[src/rtl/instr_decode_stage.sv]
// instr_decode_stage: DEPTH-entry instruction/PC buffer with valid/ready handshake,
// flush, and combinational field split plus immediate generation of the head entry.
module instr_decode_stage #(
   parameter int XLEN  = 32,
   parameter int DEPTH = 2
) (
   input  logic            clk,
   input  logic            rst,
   input  logic            flush,
   input  logic            in_valid,
   output logic            in_ready,
   input  logic [31:0]     in_instr,
   input  logic [XLEN-1:0] in_pc,
   output logic            out_valid,
   input  logic            out_ready,
   output logic [XLEN-1:0] out_pc,
   output logic [4:0]      rs1,
   output logic [4:0]      rs2,
   output logic [4:0]      rd,
   output logic [6:0]      opcode,
   output logic [2:0]      funct3,
   output logic [6:0]      funct7,
   output logic [XLEN-1:0] imm,
   output logic [2:0]      imm_type,
   output logic            illegal
);
   localparam int PW = DEPTH > 1 ? $clog2(DEPTH) : 1;
   localparam int CW = $clog2(DEPTH + 1);
   logic [31:0]     r_instr [DEPTH];
   logic [XLEN-1:0] r_pc    [DEPTH];
   logic [PW-1:0]   r_wr, r_rd;
   logic [CW-1:0]   r_cnt;
   logic            w_push, w_pop, w_known;
   logic [31:0]     w_i;
   logic [2:0]      w_type;
   function automatic logic [PW-1:0] nxt(input logic [PW-1:0] p);
      return p == PW'(DEPTH - 1) ? '0 : p + 1'b1;
   endfunction
   assign in_ready  = r_cnt != CW'(DEPTH);
   assign out_valid = r_cnt != '0;
   assign w_push    = in_valid & in_ready;
   assign w_pop     = out_valid & out_ready;
   always_ff @(posedge clk)
      if (rst || flush) begin
         r_cnt <= '0;
         r_wr  <= '0;
         r_rd  <= '0;
      end else begin
         if (w_push) begin
            r_instr[r_wr] <= in_instr;
            r_pc[r_wr]    <= in_pc;
            r_wr          <= nxt(r_wr);
         end
         if (w_pop) r_rd <= nxt(r_rd);
         r_cnt <= r_cnt + CW'(w_push) - CW'(w_pop);
      end
   // Gating the head word to zero makes every decoded field read 0 when empty.
   assign w_i    = out_valid ? r_instr[r_rd] : '0;
   assign out_pc = out_valid ? r_pc[r_rd] : '0;
   assign rs1    = w_i[19:15];
   assign rs2    = w_i[24:20];
   assign rd     = w_i[11:7];
   assign opcode = w_i[6:0];
   assign funct3 = w_i[14:12];
   assign funct7 = w_i[31:25];
   always_comb begin
      w_type  = 3'd0;
      w_known = 1'b1;
      case (w_i[6:0])
         7'b0010011, 7'b0000011, 7'b1100111, 7'b1110011, 7'b0001111: w_type = 3'd1;
         7'b0100011: w_type = 3'd2;
         7'b1100011: w_type = 3'd3;
         7'b0110111, 7'b0010111: w_type = 3'd4;
         7'b1101111: w_type = 3'd5;
         7'b0110011: w_type = 3'd0;
         default:    w_known = 1'b0;
      endcase
   end
   assign imm_type = w_type;
   assign illegal  = out_valid & ~w_known;
   assign imm = w_type == 3'd1 ? XLEN'($signed(w_i[31:20])) :
                w_type == 3'd2 ? XLEN'($signed({w_i[31:25], w_i[11:7]})) :
                w_type == 3'd3 ? XLEN'($signed({w_i[31], w_i[7], w_i[30:25], w_i[11:8], 1'b0})) :
                w_type == 3'd4 ? XLEN'($signed({w_i[31:12], 12'b0})) :
                w_type == 3'd5 ? XLEN'($signed({w_i[31], w_i[19:12], w_i[20], w_i[30:21], 1'b0})) :
                '0;
endmodule

[config.mk]
export PLATFORM = sky130hd
export DESIGN_NAME = instr_decode_stage
export DESIGN_NICKNAME = d
export VERILOG_FILES = /design/src/rtl/instr_decode_stage.sv
export SDC_FILE = /design/constraint.sdc
export NUM_CORES = 1
export LEC_CHECK = 0
export BUFFER_PORTS_ARGS = -buffer_cell sky130_fd_sc_hd__buf_2
export CAP_MARGIN = 20
export CORE_UTILIZATION = 50
export DETAILED_ROUTE_END_ITERATION = 8
export GPL_TIMING_DRIVEN = 0
export PLACE_DENSITY = 0.87
export SYNTH_ARGS = -nofsm -noshare
export SYNTH_HDL_FRONTEND = slang
export SYNTH_SLANG_ARGS = --single-unit
[constraint.sdc]
create_clock -name clk -period 9.2 [get_ports clk]
set_input_delay 0.92 -clock clk [delete_from_list [all_inputs] [get_ports clk]]
set_output_delay 0.92 -clock clk [all_outputs]
set_load 0.05 [all_outputs]
==> qor.csv, run 1 <==
metric,value,unit
status,finished clean,
setup repair bufs after CTS,0,
top post-synthesis cells by area,"edfxtp_1 (68%), mux2i_1 (11%), nor2_1 (4.2%)",
Tmin final,3.94,ns
WP data required,8.28,ns
largest stage delay on the critical path,0.50,ns
critical path cell sequence,buf_6 -> buf_2 -> mux2i_1 -> mux2i_1 -> nor4b_2 -> o21ai_2 -> nor3_1 -> buf_2,
Final Max Slew Viols,0,
# Max-Cap Violations,0,
Setup crit end kind,primary output,
sequential share of the synthesized area,0.697,
H-tree Lvls,4,
DR WL/cell,17.6,um
"Largest delay share family, worst path",simple AND/OR/NAND/NOR gates,
Die Width,108,um
DRC errors left,0,
"Clk pin slew, worst setup/hold paths",0.06,ns
Hold WS,0.571,ns
global-route wire length before repair,19900,um
CTS max path bufs,2,
share of Yosys cell area claimed by the top area cell type,0.679,
"Core Util, Final",0.673,
number of DRC markers in iteration 0,246,
CP max FO,10,
crit path kind,reg -> out,
TritonCTS Buffers,17,
Nets,668,
total grt overflow,0,
worst path bufs/invs,3,
Synth Warn #,0,
total clock sinks,133,
# rows,38,
PortBufs,170,
diodes inserted,0,
ANT nets after route,0,
Via density,5.25,
clk_lat worst skew,0.42,ns
GRT Total Usage,0.233,
Max-Slew Margin vs Limit,0.565,
reg2reg start,r_cnt[0],
antenna violations before repair,1,
router iterations before antenna repair,4,
Top-Level Pins,171,
"count leader, synth",edfxtp_1,
Hold Path Class,reg -> reg,
CTS tree,yes,
vias in the first global route,3948,
Worst Clk Skew,0.0116,ns
TNS Setup,0,ns
initial core utilization,0.517,
Tcrit/Tclk final,0.428,
Die Span Y,108,um
post-synthesis instance total,392,
synth unique cells,46,
CP max stage cell,nor4b_2,
synth-to-layout area growth,30.2,%
Fillers,776,
placed cell count,718,
RSZ-0062 raised after global routing,no,
Mapped Nets,463,
final hold vios,0,
die area,0.0117,mm2
CP Depth,8,
startpoint types,flop,
hold path start,r_cnt[1],
largest net degree at the start of global routing,17,
Peak VDD IR,0.000147,V
Hold EP,r_cnt[1],
leakage,2.94,nW
Peak Freq,254,MHz
Final Setup Violations,0,
core footprint,0.0109,mm2
area of the multi-input gates,0.00160,mm2
Mapped Area,0.00566,mm2
DR vias,3938,
Reg2Reg Depth,7,
share of layout cells above drive strength 1,0.393,
worst slew pin tran,0.652,ns
syn_area_per_cell,14.4,um2
final weighted congestion in routability-driven placement,0.874,
R2R Path End,r_pc[1][29],
final WL,13200,um
ys async rst share,0,
register area,0.00394,mm2
leading area contributor after synthesis,edfxtp_1,
"Arr. time, crit path",3.02,ns
r2r setup slk,6.99,ns
post-CTS sizing,0,
root buf cell,clkbuf_16,
Synth Register Bits,133,
hold path depth,2,
most common flop cell mapped by yosys,edfxtp_1,
pwr dens,197,mW/mm2
CTS hold repair buffers,0,
final std cells w/o fill,750,
"EDFF count, synth",128,
half-perimeter wire length after placement,9680,um
"top cells by count, synth","edfxtp_1 (128), nor2_1 (63), mux2i_1 (62)",
[cells by family after synthesis]
| logic type | after synthesis | synth area share |
|---|---|---|
| flops | 133 | 0.697 |
| simple gates | 131 | 0.108 |
| mux | 65 | 0.116 |
| compound gates | 28 | 0.0444 |
| buf+inv | 28 | 0.0223 |
| xor+xnor | 5 | 0.00774 |
| fa+ha+maj | 2 | 0.00442 |
[power by group]
group,internal [mW],total (mW),leakage [nW],switching [mW]
registers,0.678,0.682,1.20,0.00384
logic,0.0435,0.169,1.49,0.126
clock network,0.347,0.601,0.252,0.254
[worst register-to-register path, delay by kind of cell, from the launching register on]
family / cells / cell delay, ns
buffers and inverters: 4 / 0.88
AND/OR/NAND/NOR: 3 / 0.69
flip-flops: 1 / 0.35
[stage by stage]
stage	total power, mW	cell area (um2)	worst slack (ns)
2_1_floorplan	0.809	5660	0.882
3_3_place_gp	0.859	6680	-2.54
3_5_place_dp	0.863	6830	5.71
4_1_cts	1.46	7360	5.27
5_1_grt	1.50	7360	5.04
6_report	1.45	7360	5.26
[area by class of cell]
class                      instances  share of cell area
sequential                       133               0.536
multi-input combinational        231               0.217
timing repair buffer             186               0.134
clock buffer                      19              0.0588
tap                              140              0.0238
clock inverter                    13              0.0136
buffer                            21              0.0133
inverter                           7             0.00391
[metal layers]
layer	GRT usage	part of all wire	vias up
met5	0	0	-
met4	0.0869	0.0082	0
met3	0.0759	0.070	8
met2	0.399	0.51	160
met1	0.275	0.41	1895
li1	-	-	1875
[cells in the final DEF, fill, tap and decap left out, types with 2 or more instances in the layout]
master and instances:
buf_2 179, edfxtp_1 128, nor2_1 63, mux2i_1 62, nand2_1 32, clkbuf_16 17, nor3_1 14, o2bb2ai_1 12
buf_4 12, clkbuf_1 10, inv_1 6, buf_6 5, dfxtp_1 5, clkinvlp_4 4, mux2_2 3, buf_1 3
a211o_1 3, xnor2_1 3, inv_6 3, clkinv_2 3, and2_1 2, nor3b_1 2, nand3b_1 2, nand3_1 2
o211ai_1 2, nor4b_2 2, nor4_2 2, o31ai_1 2, xor2_1 2, ha_1 2, clkinv_4 2
[registers in the layout (all words and copies together), names as in the netlist, named ones only]
register / count
r_cnt: 2
r_instr: 64
r_pc: 64
r_rd: 1
r_wr: 1
[how the worst max path moves through the flow]
stage | to | slack [ns] | startpoint
6_report | imm[10] | 5.26 | flop
5_1_grt | imm[11] | 5.04 | flop
4_1_cts | imm[11] | 5.27 | flop
3_5_place_dp | imm[11] | 5.71 | flop
3_3_place_gp | r_pc[1][24] | -2.54 | flush
2_1_floorplan | r_instr[1][0] | 0.88 | in_valid
Power figures use the tool's default switching activity.
==> run 2: changes to the inputs <==
--- a/config.mk
+++ b/config.mk
@@ -7,10 +7,10 @@
 export LEC_CHECK = 0
 export BUFFER_PORTS_ARGS = -buffer_cell sky130_fd_sc_hd__buf_2
 export CAP_MARGIN = 20
-export CORE_UTILIZATION = 50
+export CORE_UTILIZATION = 46
 export DETAILED_ROUTE_END_ITERATION = 8
 export GPL_TIMING_DRIVEN = 0
-export PLACE_DENSITY = 0.87
+export PLACE_DENSITY = 0.84
 export SYNTH_ARGS = -nofsm -noshare
 export SYNTH_HDL_FRONTEND = slang
 export SYNTH_SLANG_ARGS = --single-unit
==> constraint.sdc (replaced) <==
create_clock -name clk -period 3.3 [get_ports clk]
set_input_delay 0.33 -clock clk [delete_from_list [all_inputs] [get_ports clk]]
set_output_delay 0.33 -clock clk [all_outputs]
set_load 0.05 [all_outputs]
==> run 2 against run 1 <==
Net effect:
- hold slack worse by 0.47 ns
- largest cell class unchanged
- clock power rose to 3.1 times the previous value
- clock skew down 0.0062 ns
- sequential cell count unchanged
- sequential share of layout area is 1.7 points lower
- core utilization down 4.1 points
- global-route usage shrank 1.6 points
- highest routed layer unchanged
==> qor.csv, run 2 (same netlist as run 1, synthesis figures left out) <==
metric,value,unit
final std cells w/o fill,755,
leakage,3.01,nW
"Clk pin slew, worst setup/hold paths",0.06,ns
Hold Path Class,in -> reg,
H-tree Lvls,4,
share of layout cells above drive strength 1,0.411,
status,finished clean,
largest net degree at the start of global routing,17,
final worst setup slack,0.111,ns
Die Width,113,um
worst path bufs/invs,3,
PortBufs,170,
total clock sinks,133,
CTS max path bufs,2,
largest registers,"r_instr x64, r_pc x64, r_cnt x2",
total grt overflow,0,
core footprint,0.0120,mm2
vias in the first global route,4032,
Nets,666,
Tmin final,3.19,ns
reg2reg start,r_cnt[0],
"Arr. time, crit path",2.86,ns
DR vias,3983,
CP max stage cell,mux2i_1,
Fillers,890,
total power,4.25,mW
diodes inserted,0,
die area,0.0127,mm2
number of DRC markers in iteration 0,208,
final weighted congestion in routability-driven placement,0.828,
placed cell count,719,
global-route wire length before repair,20300,um
Final Max Slew Viols,0,
CTS tree,yes,
Hold WS,0.102,ns
half-perimeter wire length after placement,9690,um
critical path cell sequence,buf_6 -> mux2i_1 -> a211oi_1 -> and3_1 -> or2_0 -> buf_2 -> nor4b_2 -> buf_4,
worst slew pin tran,0.743,ns
Worst Clk Skew,0.00532,ns
ANT nets after route,0,
RSZ-0062 raised after global routing,yes,
# rows,40,
TNS Setup,0,ns
largest stage delay on the critical path,0.48,ns
register area,0.00394,mm2
Tcrit/Tclk final,0.966,
Die Span Y,113,um
synth-to-layout area growth,34.4,%
"commonest cells after routing, fill and taps aside","buf_2 (171), edfxtp_1 (128), nor2_1 (63), mux2i_1 (60), nand2_1 (32)",
area of the multi-input gates,0.00173,mm2
Final Setup Violations,0,
R2R Path End,r_pc[0][16],
clk_lat worst skew,0.41,ns
pwr dens,558,mW/mm2
crit path kind,reg -> out,
"Largest delay share family, worst path",simple AND/OR/NAND/NOR gates,
antenna violations before repair,0,
startpoint types,flop,
DRC errors left,0,
Setup crit end,illegal,
Max-Slew Margin vs Limit,0.505,
WP data required,2.97,ns
final WL,13200,um
initial core utilization,0.471,
final hold vios,0,
Reg2Reg Depth,7,
CTS hold repair buffers,0,
TritonCTS Buffers,17,
Top-Level Pins,171,
pre-CTS setup slack,0.251,ns
GRT Total Usage,0.217,
Via density,5.28,
placed cell area,0.00691,mm2
Finished Cell Area,0.00760,mm2
r2r setup slk,1.14,ns
Peak VDD IR,0.000476,V
Peak Freq,314,MHz
Setup crit end kind,primary output,
"Core Util, Final",0.633,
"most common cell after layout, fill and taps aside",buf_2,
DR WL/cell,17.5,um
# Max-Cap Violations,0,
router iterations before antenna repair,5,
CP Depth,8,
root buf cell,clkbuf_16,
CP max FO,10,
## run 2: changes by cell type in the layout (fill, tap and decap cells not counted), sizes merged
cell      previous run  this run
buf                199       190
clkbuf              27        34
bufinv               0         3
inv                 11         8
clkinv               5         7
clkinvlp             4         2
## run 2: timing repair
item                       CTS  global route
resized for setup            5            11
setup endpoints to repair   34            43
buffers inserted             2             2
pin swaps                    2             1
## run 2: power breakdown
part | switching [mW] | total [mW] | internal, mW
logic | 0.353 | 0.479 | 0.126
clock network | 0.681 | 1.86 | 1.18
registers | 0.0115 | 1.90 | 1.89
## run 2: layout make-up
cell class                      count  area share
Sequential cell                   133       0.519
Multi-Input combinational cell    231       0.227
Timing Repair Buffer              184       0.134
Clock buffer                       19      0.0569
Tap cell                          147      0.0242
Clock inverter                     13      0.0207
Buffer                             21      0.0140
Inverter                            7     0.00379
## run 2: worst min-delay path by stage
stage / cells after the start / end / startpoint / slack (ns)
3_3_place_gp: 1 / r_pc[0][4] / in_pc[4] / 0.52
2_1_floorplan: 1 / r_cnt[0] / flush / 0.41
5_1_grt: 1 / r_pc[0][12] / in_pc[12] / 0.08
4_1_cts: 1 / r_pc[1][31] / in_pc[31] / 0.08
3_5_place_dp: 1 / r_instr[1][26] / in_instr[26] / 0.52
6_report: 1 / r_instr[1][14] / in_instr[14] / 0.10
## run 2: routing by layer
layer  up-vias  track usage  part of all wire
li1       1869            -                 -
met1      1933        0.243              0.40
met2       148        0.372              0.51
met3        33       0.0782             0.068
met4         0        0.102             0.020
met5         -            0                 0
==> run 3: changes to the inputs <==
--- a/config.mk
+++ b/config.mk
@@ -7,10 +7,11 @@
 export LEC_CHECK = 0
 export BUFFER_PORTS_ARGS = -buffer_cell sky130_fd_sc_hd__buf_2
 export CAP_MARGIN = 20
-export CORE_UTILIZATION = 46
+export CORE_UTILIZATION = 55
+export CTS_CLUSTER_SIZE = 10
 export DETAILED_ROUTE_END_ITERATION = 8
 export GPL_TIMING_DRIVEN = 0
-export PLACE_DENSITY = 0.84
+export PLACE_DENSITY = 0.94
 export SYNTH_ARGS = -nofsm -noshare
 export SYNTH_HDL_FRONTEND = slang
 export SYNTH_SLANG_ARGS = --single-unit
==> constraint.sdc (replaced) <==
create_clock -name clk -period 3.95 [get_ports clk]
set_input_delay 0.395 -clock clk [delete_from_list [all_inputs] [get_ports clk]]
set_output_delay 0.395 -clock clk [all_outputs]
set_load 0.05 [all_outputs]
==> run 3 against run 2 <==
Net effect:
- via count rose by 0.15%
- register-to-register slack improved by 0.56 ns
- core utilization rose by 11 points
- critical path depth did not move
- hold slack got worse by 0.038 ns
- cell count fell by 2.8%
- design area fell by 3.2%
- total power fell by 20%
- sequential share of layout area rose by 1.7 points
- combinational power fell by 18%
- clock power fell by 23%
- critical path type unchanged
==> qor.csv, run 3 (same netlist as run 1, synthesis figures left out) <==
metric,value,unit
DR WL/cell,17.9,um
share of layout cells above drive strength 1,0.389,
final weighted congestion in routability-driven placement,0.869,
Via density,5.43,
root buf cell,clkbuf_8,
ANT nets after route,0,
Hold WS,0.0636,ns
H-tree Lvls,4,
startpoint types,flop,
Max-Slew Margin vs Limit,0.370,
Psw,0.896,mW
DRC errors left,0,
RSZ-0062 raised after global routing,no,
area of the multi-input gates,0.00162,mm2
vias in the first global route,4043,
pwr dens,464,mW/mm2
Setup crit end kind,primary output,
diodes inserted,0,
CP max FO,10,
Sequential Power Share,0.466,
Worst Clk Skew,0.00626,ns
TritonCTS Buffers,17,
clock power share,0.419,
R2R Path End,r_pc[1][8],
WP data required,3.56,ns
total grt overflow,0,
"Clk pin slew, worst setup/hold paths",0.06,ns
total power,3.41,mW
leakage,2.92,nW
Comb power frac,0.115,
largest registers,"r_instr x64, r_pc x64, r_cnt x2",
CTS max path bufs,2,
global-route wire length before repair,19400,um
setup repair bufs after CTS,0,
Top-Level Pins,171,
CP max stage cell,nor4b_2,
Final Setup Violations,0,
"commonest cells after routing, fill and taps aside","buf_2 (179), edfxtp_1 (128), nor2_1 (63), mux2i_1 (62), nand2_1 (32)",
critical path cell sequence,buf_6 -> buf_2 -> mux2i_1 -> mux2i_1 -> nor4b_2 -> nand2_1 -> o2111ai_1 -> buf_2,
Peak Freq,285,MHz
# Max-Cap Violations,0,
antenna violations before repair,0,
Peak VDD IR,0.000364,V
# rows,36,
r2r setup slk,1.70,ns
router iterations before antenna repair,4,
hold path start,in_pc[21],
core footprint,0.00986,mm2
Reg2Reg Depth,5,
crit path kind,reg -> out,
Die Width,103,um
GRT Total Usage,0.253,
Final Max Slew Viols,0,
largest stage delay on the critical path,0.46,ns
die area,0.0107,mm2
final WL,13200,um
Fillers,617,
"Core Util, Final",0.746,
Hold Path Class,in -> reg,
post-CTS sizing,0,
number of DRC markers in iteration 0,184,
CTS hold repair buffers,0,
placed cell count,703,
final std cells w/o fill,734,
Die Span Y,103,um
switching part of the total,0.263,
synth-to-layout area growth,30.1,%
PortBufs,170,
final hold vios,0,
"Arr. time, crit path",3.12,ns
reg2reg start,r_cnt[0],
internal power component,2.52,mW
Tcrit/Tclk final,0.890,
worst slew pin tran,0.941,ns
DR vias,3989,
"most common cell after layout, fill and taps aside",buf_2,
initial core utilization,0.574,
CTS tree,yes,
Tmin final,3.51,ns
Setup crit end,imm[11],
register area,0.00394,mm2
clk_lat worst skew,0.51,ns
status,finished clean,
Nets,660,
largest net degree at the start of global routing,17,
total clock sinks,133,
half-perimeter wire length after placement,9660,um
hold path depth,1,
## run 3: cell count changes in the layout (fill, tap and decap cells not counted), sizes merged
cell      previous run  this run
clkinvlp             2         4
bufinv               3         1
inv                  8        10
clkbuf              34        25
buf                190       191
clkinv               7         6
## run 3: critical path: cells and delay by family, from the launching register on
| kind | cells | cell delay, ns |
|---|---|---|
| flops | 1 | 0.35 |
| simple gates | 2 | 0.73 |
| mux | 2 | 0.55 |
| buf+inv | 3 | 0.70 |
| compound gates | 1 | 0.27 |
## run 3: routing by layer
| layer | part of all wire | wire length (um) | GRT usage | vias up |
|---|---|---|---|---|
| li1 | - | - | - | 1857 |
| met1 | 0.38 | 4990 | 0.275 | 1934 |
| met2 | 0.53 | 6940 | 0.443 | 165 |
| met3 | 0.071 | 939 | 0.0914 | 33 |
| met4 | 0.022 | 294 | 0.117 | 0 |
| met5 | 0 | 0 | 0 | - |
## run 3: through the flow
stage	area, um2	worst slack [ns]	TNS (ns)
6_report	7360	0.436	0
5_1_grt	7360	0.196	0
3_3_place_gp	6690	-2.44	-307.21
2_1_floorplan	5680	-1.14	-142.99
3_5_place_dp	6810	0.945	0
4_1_cts	7360	0.391	0
## run 3: how the worst min path moves through the flow
stage                               end  slack (ns)
after floorplan                r_cnt[0]        0.47
after global placement             r_rd        0.53
after detailed placement           flop        0.56
after CTS                 r_instr[0][1]        0.04
after global routing      r_instr[0][1]        0.04
final                       r_pc[0][21]        0.06
## run 3: power by group through the flow
stage | clock network, mW | registers (mW) | logic [mW]
after detailed placement | 0 | 1.62 | 0.392
final | 1.43 | 1.59 | 0.393
after floorplan | 0 | 1.62 | 0.264
after CTS | 1.44 | 1.59 | 0.394
after global placement | 0 | 1.62 | 0.373
after global routing | 1.50 | 1.59 | 0.417
## run 3: layout make-up
cell class	count	area share
inverter	7	0.00391
clock inverter	14	0.0179
timing repair buffer	178	0.129
buffer	21	0.0133
sequential	133	0.536
multi-input combinational	231	0.221
tap	133	0.0226
clock buffer	17	0.0563
